===== src/rtl/pipe_reg_chain.sv =====
// Elastic register pipeline: DEPTH valid/data stages with bubble collapse and synchronous flush.
// Latency: DEPTH cycles from input handshake to out_valid when there is no stall.
// Backpressure: the ready chain is combinational from out_ready back to in_ready, so a full chain with out_ready=1 still accepts.
module pipe_reg_chain #(
  parameter int               WIDTH     = 16,
  parameter int               DEPTH     = 3,
  parameter logic [WIDTH-1:0] RESET_VAL = '0
) (
  input  logic                       clk,
  input  logic                       rst,
  input  logic                       flush,
  input  logic                       in_valid,
  output logic                       in_ready,
  input  logic [WIDTH-1:0]           in_data,
  output logic                       out_valid,
  input  logic                       out_ready,
  output logic [WIDTH-1:0]           out_data,
  output logic [$clog2(DEPTH+1)-1:0] count
);

  localparam int CW = $clog2(DEPTH + 1);

  logic [DEPTH-1:0]            r_valid;
  logic [DEPTH-1:0][WIDTH-1:0] r_data;
  logic [CW-1:0]               r_count;

  logic [DEPTH-1:0]            w_adv;
  logic [DEPTH-1:0]            w_src_valid;
  logic [DEPTH-1:0][WIDTH-1:0] w_src_data;
  logic [DEPTH-1:0]            w_valid_nxt;
  logic [CW-1:0]               w_count_nxt;
  logic                        w_in_ready;

  // Stage i may advance unless it and every stage downstream of it are full while the output is stalled.
  // Written in closed form so the chain is not a self-referencing vector.
  always_comb begin
    w_adv = '0;
    for (int i = 0; i < DEPTH; i++) begin
      logic all_full;
      all_full = 1'b1;
      for (int j = i; j < DEPTH; j++) begin
        all_full = all_full & r_valid[j];
      end
      w_adv[i] = out_ready | ~all_full;
    end
  end

  assign w_in_ready = w_adv[0] & ~flush & ~rst;

  // Source of each stage: the input port for stage 0, otherwise the previous stage.
  always_comb begin
    w_src_valid    = '0;
    w_src_data     = '0;
    w_src_valid[0] = in_valid & w_in_ready;
    w_src_data[0]  = in_data;
    for (int i = 1; i < DEPTH; i++) begin
      w_src_valid[i] = r_valid[i-1];
      w_src_data[i]  = r_data[i-1];
    end
  end

  // Next-state valid vector and its popcount, so count is registered alongside valid.
  always_comb begin
    w_valid_nxt = '0;
    w_count_nxt = '0;
    if (!rst && !flush) begin
      for (int i = 0; i < DEPTH; i++) begin
        w_valid_nxt[i] = w_adv[i] ? w_src_valid[i] : r_valid[i];
      end
    end
    for (int i = 0; i < DEPTH; i++) begin
      w_count_nxt = w_count_nxt + CW'(w_valid_nxt[i]);
    end
  end

  // Stage registers: data only loads when a valid item moves in, and flush leaves data untouched.
  always_ff @(posedge clk) begin
    if (rst) begin
      r_valid <= '0;
      r_data  <= {DEPTH{RESET_VAL}};
      r_count <= '0;
    end else begin
      r_valid <= w_valid_nxt;
      r_count <= w_count_nxt;
      for (int i = 0; i < DEPTH; i++) begin
        if (!flush && w_adv[i] && w_src_valid[i]) begin
          r_data[i] <= w_src_data[i];
        end
      end
    end
  end

  assign in_ready  = w_in_ready;
  assign out_valid = r_valid[DEPTH-1];
  assign out_data  = r_data[DEPTH-1];
  assign count     = r_count;

  // A stalled output must stay valid and stable unless flushed or reset.
  a_out_stable: assert property (@(posedge clk) disable iff (rst)
    (out_valid && !out_ready && !flush) |=> (out_valid && $stable(out_data)));

  // Occupancy can never exceed the number of stages.
  a_count_range: assert property (@(posedge clk) r_count <= CW'(DEPTH));

endmodule


===== config.mk =====
export PLATFORM = sky130hd
export DESIGN_NAME = pipe_reg_chain
export DESIGN_NICKNAME = d
export VERILOG_FILES = /design/src/rtl/pipe_reg_chain.sv
export SDC_FILE = /design/constraint.sdc
export NUM_CORES = 1
export LEC_CHECK = 0
export CAP_MARGIN = 10
export CORE_ASPECT_RATIO = 1.75
export CORE_MARGIN = 2
export CORE_UTILIZATION = 55
export CTS_CLUSTER_SIZE = 14
export DETAILED_ROUTE_END_ITERATION = 10
export PLACE_DENSITY = 0.83
export SLEW_MARGIN = 20
export SYNTH_ARGS = -nofsm -noshare
export SYNTH_HDL_FRONTEND = slang
export SYNTH_SLANG_ARGS = --single-unit

===== constraint.sdc =====
create_clock -name clk -period 3.9 [get_ports clk]
set_input_delay 0.78 -clock clk [delete_from_list [all_inputs] [get_ports clk]]
set_output_delay 0.78 -clock clk [all_outputs]
set_load 0.03 [all_outputs]

==> key figures <==
Worst setup path
  – Slowest Stage Delay on Critical Path: 540 ps
  – Critical path startpoint category: input pin
  – Slowest-stage cell, CP: clkdlybuf4s50_1
  – WP data arrival: 1920 ps
  – Delay-heaviest family, CP: buffers and inverters
  – CP Cell Sequence: clkdlybuf4s50_1 -> nand2b_4 -> o21a_1 -> buf_4
  – CP Buf/Inv Count: 2
  – R2R depth: 5
  – CP Max Fanout: 18
  – CP Class: input pin to output port
  – Reg-to-reg startpoint: r_valid[2]
  – WP data required: 3120 ps
  – Reg2Reg Setup Slack: 1980 ps
  – Nature of the critical path endpoint: output port
  – Crit Reg-Reg Endpoint: count[0]

Drt
  – Initial drt markers: 42
  – DRC: 0
  – Final Routed Wirelength: 3.51 mm
  – DR vias/cell: 5.03
  – Total number of vias: 1509
  – DR pass1 iterations: 4
  – Average wire per standard cell: 11.7 um
  – Antenna Nets Post-Route: 0

Floorplanning
  – Initial core utilization: 55.9%
  – I/O pin count: 41
  – Core area: 4070 um^2
  – Die area: 4690 um^2
  – Die H: 89.1 um
  – Die W: 52.6 um
  – Rows: 31

GRT
  – Vias in the first global route: 1379
  – Global-route wire length before repair: 5.84 mm
  – GRT Residual Overflow: 0
  – Total GRT Usage: 16.6%
  – Initial antenna violation count: 0
  – Largest net degree at the start of global routing: 55

Outcome
  – Run status: finished, final reports clean

Logic synthesis
  – Cell Area, Synth: 2270 um^2
  – Synth area leader: dfxtp_1
  – Area share of the largest cell type after synthesis: 46.6%
  – Sequential fraction of the synthesis area: 46.6%
  – Count leader, synth: dfxtp_1
  – EDFF count, synth: 0
  – Ys flop type: dfxtp_1
  – Synthesized net count: 256
  – Largest cells by area after synthesis: dfxtp_1, mux2i_1, nand2b_1
  – Syn Area/Cell: 9.72 um^2
  – Synth async-reset ratio: 0%
  – Post-synth top cells: dfxtp_1, nand2b_1, mux2i_1
  – Syn Inst Count: 234
  – Yosys warns: 0
  – Seq cells post-synth: 53
  – Synth cell types: 24

STA
  – Period utilization: 69.2%
  – Least-Margin Pin Slew: 1030 ps
  – Final TNS setup: 0 ps
  – Fin. Hold Viols: 0
  – Clock Skew: 3.42 ps
  – Final number of max-transition violations: 0
  – Final setup vio count: 0
  – Worst rel slew slack: 31.0%
  – F_max: 0.371 GHz
  – Tmin final: 2700 ps
  – RSZ-0062 raised after global routing: false

Clock tree
  – # clock sinks: 53
  – TritonCTS Buffers: 5
  – Root Driver: clkbuf_8
  – # hold bufs at CTS: 0
  – Setup Fix Bufs, Post-CTS: 0
  – Worst-case clock buffer depth: 2
  – Post_cts resized: 0
  – CTS tree: built
  – Clock latency on the worst-skew pair: 290 ps
  – Clock-pin slew on the worst setup and hold paths: 80 ps
  – H-tree levels: 2

Layout
  – Fillers: 369
  – Layout cells sized above 1: 4.38%
  – Antenna diode instance count: 0
  – Area delta synth->final: 14.2%
  – Utilization after layout: 63.8%
  – Final cell count without fillers: 300
  – Nets: 272

Worst hold path
  – Hold Path Cell Cnt: 2
  – Endpoint with the worst hold slack: out_data[8]
  – HP Start: r_data[24]
  – Class of the worst hold path: register to register

Placed design
  – Placed Cells: 292
  – PortBufs: 40
  – HPWL Detailed: 2.56 mm
  – Placer Congestion: 0.787

Run
  – Max_cap viols: 0

Power
  – Leakage Power: 1.13 nW
  – Peak VDD IR: 0.397 mV
  – Pwr Density: 349 nW/um^2
logic make-up (layout without fill, tap and decap cells):
logic type | Yosys count | count (layout) | synth area share (%)
muxes | 32 | 32 | 14.1
and+or+nand+nor | 60 | 60 | 16.0
buffers and inverters | 49 | 66 | 12.6
DFF | 53 | 53 | 46.6
AOI/OAI and AO/OA | 39 | 39 | 9.85
adders and majority gates | 1 | 1 | 0.880
report_power, final:
group / switching [W] / internal (W)
combinational: 0.0000288 / 0.0000380
sequential: 0.00000389 / 0.000552
clock: 0.000157 / 0.000128
total: 0.000190 / 0.000718
final cells by class:
class,count,area [um^2],area share (%)
sequential,53,1060,40.8
clock buffer,8,80.1,3.08
inverter,17,63.8,2.46
tap,49,61.3,2.36
multi-input combinational,132,927,35.7
timing repair buffer,41,405,15.6
worst max-delay path by stage:
stage          startpoint  slack (ps)  depth (start not counted)       end
2_1_floorplan   out_ready        1510                          4  in_ready
3_3_place_gp    out_ready        1220                          6  count[0]
3_5_place_dp    out_ready        1170                          6  count[0]
4_1_cts         out_ready        1200                          4  in_ready
5_1_grt             flush        1140                          4  in_ready
6_report        out_ready        1200                          4  in_ready
flip-flops by register name, indices dropped and copies added (netlist names):
| register | cells |
|---|---|
| r_valid | 3 |
| count | 2 |
| out_data | 16 |
| r_data | 32 |
worst min-delay path, cell delays in order (launching register included):
cell,delay (ps)
dfxtp_1,320
nand3_1,60
a21oi_1,50
metrics by stage:
step                      instance area (um^2)  setup slack, ps  hold WS [ps]  total power (W)
after floorplan                           2270             1510           444         0.000610
after global placement                    2520             1220           452         0.000635
after detailed placement                  2520             1170           457         0.000636
final                                     2600             1200           471         0.000908
after global routing                      2600             1140           489         0.000950
after CTS                                 2600             1200           472         0.000915
layout by cell type, fill, tap and decap left out, types with 2 or more instances in the layout:
master           netlist  layout
mux2i_1               32      32
o21ai_0               16      16
a21oi_1               17      17
o21a_1                 3       3
nor2b_1                3       3
clkbuf_8               0       5
nor3_1                 4       4
nand2b_1              33      33
clkbuf_1               9       3
dfxtp_1               53      53
inv_1                 17      17
buf_4                 16       2
nand3_1               16      16
clkdlybuf4s50_1        0      39
per-layer routing:
metal,GRT usage (%),up-vias,share of wire [%]
li1,-,792,-
met1,19.6,676,43
met2,28.4,36,52
met3,4.01,5,3.8
met4,6.99,0,1.9
met5,0,-,0
No activity file was read; power rests on OpenSTA's default activity.
==> variant 1 (config.mk and constraints unchanged) <==
The parameter `DEPTH` goes from 3 to 6.
--- a/src/rtl/pipe_reg_chain.sv
+++ b/src/rtl/pipe_reg_chain.sv
@@ -3,7 +3,7 @@
 // Backpressure: the ready chain is combinational from out_ready back to in_ready, so a full chain with out_ready=1 still accepts.
 module pipe_reg_chain #(
   parameter int               WIDTH     = 16,
-  parameter int               DEPTH     = 3,
+  parameter int               DEPTH     = 6,
   parameter logic [WIDTH-1:0] RESET_VAL = '0
 ) (
   input  logic                       clk,
Interface: changed (resized count); port bits go from 41 to 42. No check against the original RTL was run, so the function may have changed too.
==> variant 1 against the original RTL <==
- sequential cell count rose by 52
- design area rose by 89%
- final cell count grew 86%
- power is 120% higher
- non-clock buffer count up 5
- sequential power grew 94%
- critical path depth grew 5
- worst setup slack got worse by 0.85 ns
- highest routed layer unchanged
- via count up 100%
- routed wire length grew 100%
- hold slack worse by 0.0063 ns
- largest cell class unchanged
- clock skew rose by 0.0024 ns
- first-iteration DRC count rose to 5.1 times the old value
- synthesized area rose by 93%
==> variant 1: results (changes against the original RTL) <==
- Status: complete, no violations
- Distinct cells, synth: 29 (+21%)
- H-tree depth: 3 (+1)
- Vias in the first global route: 2,953 (+110%)
- Hold Crit Start: r_data[56]$_SDFFE_PP0P_
- Worst r2r path cells: 8 (+3)
- Post CTS Setup Buffer Count: 0 (unchanged)
- Half-perimeter wire length after detailed placement: 4960 µm (+94%)
- Worst setup path startpoint: out_ready
- Layout cells sized above 1: 0.0557 (+0.0118)
- CTS Buf Count: 9 (+4)
- First-pass GRT wire length: 13,000 µm (+120%)
- Flop-to-flop setup slack: 0.82 ns (-1.16 ns)
- Highest net fanout along the worst path: 6 (-12)
- VDD IR-drop max: 0.243 mV (-39%)
- Nets: 487 (+79%)
- Async SR Flop Fraction: 0 (unchanged)
- Worst r2r src: r_valid[2]$_SDFF_PP0_
- Placed Area: 0.00465 mm² (+85%)
- Hold depth: 2 (unchanged)
- Clock-pin slew on the worst setup and hold paths: 0.06 ns (-0.02 ns)
- Initial antenna violation count: 0 (unchanged)
- Final slew viol count: 0 (unchanged)
- P_leak: 0.00186 µW (+65%)
- Clock Skew: 0.00586 ns (+0.00244 ns)
- Routed WL: 7170 µm (+100%)
- YS warnings: 0 (unchanged)
- Max reg flops: 80 (+150%)
- Seq/Total Area, Yosys: 0.479 (+0.0126)
- Gr usage total: 0.185 (+0.0190)
- Largest net degree at the start of global routing: 117 (+110%)
- Max Root-Sink Buffers: 2 (unchanged)
- Port bufs: 41 (+2.5%)
- Worst slew pin tran: 0.985 ns (-0.0478 ns)
- Class of the worst hold path: reg2reg
- Worst skew pair latency: 0.34 ns (+0.05 ns)
- Global route overflow: 0 (unchanged)
- Gpl congestion: 0.835 (+6.2%)
- Vias/cell: 5.41 (+7.5%)
- Synth Register Bits: 105 (+98%)
- ANT cells: 0 (unchanged)
- Worst path arrival time: 3.75 ns (+1.83 ns)
- Area contributors post-synth: dfxtp_1 (48%), mux2i_1 (11%), nand2b_1 (9.7%)
- Most frequent cells after synthesis: dfxtp_1 (105), nand2b_1 (68), a21oi_1 (49), nand3_1 (49)
- Largest Register: r_data
- Root buffer cell: clkbuf_16
- Post-cts resize count: 0 (unchanged)
- First-pass DRT Iterations: 5 (+1)
- Initial DRC count: 214 (+410%)
## variant 1: cell types whose count changed after synthesis, sizes merged, moves of 15 or more
cell    delta
o21ai     +32
nand2b    +34
clkbuf    +21
mux2i     +16
a21oi     +32
inv       -15
dfxtp     +52
nand3     +33
## variant 1: critical path, cell delays in order
cell	delay, ns
clkdlybuf4s50_1	0.49
and4b_1	0.38
a31oi_1	0.13
nor3_1	0.26
fa_1	0.46
fa_1	0.44
ha_1	0.21
fa_1	0.45
nor2b_1	0.14
## variant 1: through the flow
| step | instances | worst slack (ns) | total power [µW] | hold slack, ns |
|---|---|---|---|---|
| 3_5_place_dp | 541 | 0.0418 | 1190 | 0.454 |
| 6_report | 557 | 0.349 | 1980 | 0.465 |
| 5_1_grt | 557 | 0.259 | 2050 | 0.482 |
| 3_3_place_gp | 541 | 0.142 | 1190 | 0.451 |
| 2_1_floorplan | 460 | 0.452 | 1160 | 0.440 |
| 4_1_cts | 557 | 0.373 | 2000 | 0.465 |
## variant 1: logic make-up after synthesis
| group | count (synthesis) | synth area share |
|---|---|---|
| adder cells (fa/ha/maj) | 4 | 0.0165 |
| multiplexers | 48 | 0.109 |
| buffers and inverters | 57 | 0.0693 |
| flip-flops | 105 | 0.479 |
| AO/OA/AOI/OAI | 111 | 0.145 |
| AND/OR/NAND/NOR | 135 | 0.180 |
## variant 1: cell type report
class                   instances  area (µm²)
repair buffers                 46         443
inverters                       2        7.51
flip-flops and latches        105        2100
well taps                      90         113
fillers                       681        2930
clock inverters                 5        31.3
clock buffers                  11         243
multi-input cells             298        1980
## variant 1: path summary, 6_finish.rpt
check,end
hold reg to reg,r_data[72]$_SDFFE_PP0P_
hold / removal,r_data[72]$_SDFFE_PP0P_
setup / recovery,count[1]$_SDFF_PP0_
setup reg to reg,count[1]$_SDFF_PP0_
## variant 1: report_power, final
part	internal, µW	total, µW	leakage, µW	switching (µW)
sequential	1080	1080	0.000847	2.64
combinational	44.9	83.1	0.000878	38.2
clock	448	813	0.000135	366
## variant 1: routing by layer
metal / vias to the layer above / GRT usage / wire, µm
li1: 1577 / - / -
met1: 1363 / 0.199 / 2900
met2: 53 / 0.340 / 3850
met3: 18 / 0.0331 / 209
met4: 0 / 0.0943 / 211
met5: - / 0 / 0
==> variant 2 (same settings) <==
Made on the original files. Make the reset (`rst`) asynchronous in one clocked block.
--- a/src/rtl/pipe_reg_chain.sv
+++ b/src/rtl/pipe_reg_chain.sv
@@ -74,7 +74,7 @@
   end
 
   // Stage registers: data only loads when a valid item moves in, and flush leaves data untouched.
-  always_ff @(posedge clk) begin
+  always_ff @(posedge clk or posedge rst) begin
     if (rst) begin
       r_valid <= '0;
       r_data  <= {DEPTH{RESET_VAL}};
Function: differs if rst is asserted again (counterexample within 4 cycles, from zero or initial values and one cycle with rst high); with rst held inactive, the same outputs for 10 cycles.
==> variant 2 against the original RTL <==
- design area decreased by 0.58%
- sequential cell count unchanged
- critical path depth unchanged
- routed wire length increased by 2.0%
- worst setup slack got worse by 0.50 ns
- via count decreased by 24%
- synthesized area decreased by 4.0%
- non-clock buffer count unchanged
Power is not compared: it rests on default switching activity, and its combinational part moved more than twofold at a synthesized area within 25%.
==> variant 2: results (changes against the original RTL) <==
- Status: complete, no violations
- Worst Hold End: out_data[8]$_DFFE_PP0P_
- Clock Skew: 0.00294 ns (-0.000477 ns)
- Hold Crit Start: r_data[24]$_DFFE_PP0P_
- Vias in the first global route: 1,284 (-6.9%)
- Post-synthesis mux area share: 0.265 (+0.124)
- Vias: 1,140 (-24%)
- Most frequent cells after synthesis: dfrtp_1 (53), mux2_2 (38), buf_4 (16)
- Layout cells sized above 1: 0.364 (+0.320)
- Fraction of area in multi-input gates: 0.263 (-0.0938)
- Worst path arrival time: 2.41 ns (+0.49 ns)
- Seq Cell Count: 53 (unchanged)
- FF+latch area: 0.00133 mm² (+25%)
- Initial DRC count: 17 (-60%)
- Placed Area: 0.00248 mm² (-1.5%)
- ClkCell Share: 0.0392 (+0.00841)
- Critical R2R Capture: r_data[8]$_DFFE_PP0P_
- Cells after Synth: 138 (-41%)
- Seq/Total Area, Yosys: 0.607 (+0.141)
- Flop-to-flop setup slack: 1.75 ns (-0.23 ns)
- Nets: 186 (-32%)
- Fill cells: 292 (-21%)
- Gr usage total: 0.194 (+0.0278)
- Routed WL: 3580 µm (+2.0%)
- Largest net degree at the start of global routing: 54 (-1.8%)
==> variant 2: cell types whose count changed after synthesis, sizes merged, moves of 9 or more <==
cell    before  now
o21ai       16    0
clkbuf      10    1
mux2i       32    0
nand2b      34    0
mux2         0   48
nand3       16    0
dfrtp        0   53
dfxtp       53    0
a21oi       17    1
inv         17    2
==> variant 2: cells by family (layout without fill, tap and decap cells) <==
kind of cell	count (synthesis)	after routing
buffers and inverters	24	51
AND/OR/NAND/NOR	10	10
flip-flops	53	53
adder cells (fa/ha/maj)	1	1
multiplexers	48	48
AO/OA/AOI/OAI	2	2
==> variant 2: power by group <==
group	switching (µW)	internal [µW]	total, µW
registers	64.3	677	741
clock network	166	160	326
logic	154	192	347
==> variant 2: layer usage <==
layer  routed length (µm)  up-vias  global-route usage
li1                     -      514                   -
met1                 1270      586               0.231
met4                   80        0              0.0933
met5                    0        -                   0
met3                  148        9              0.0481
met2                 2080       31               0.324
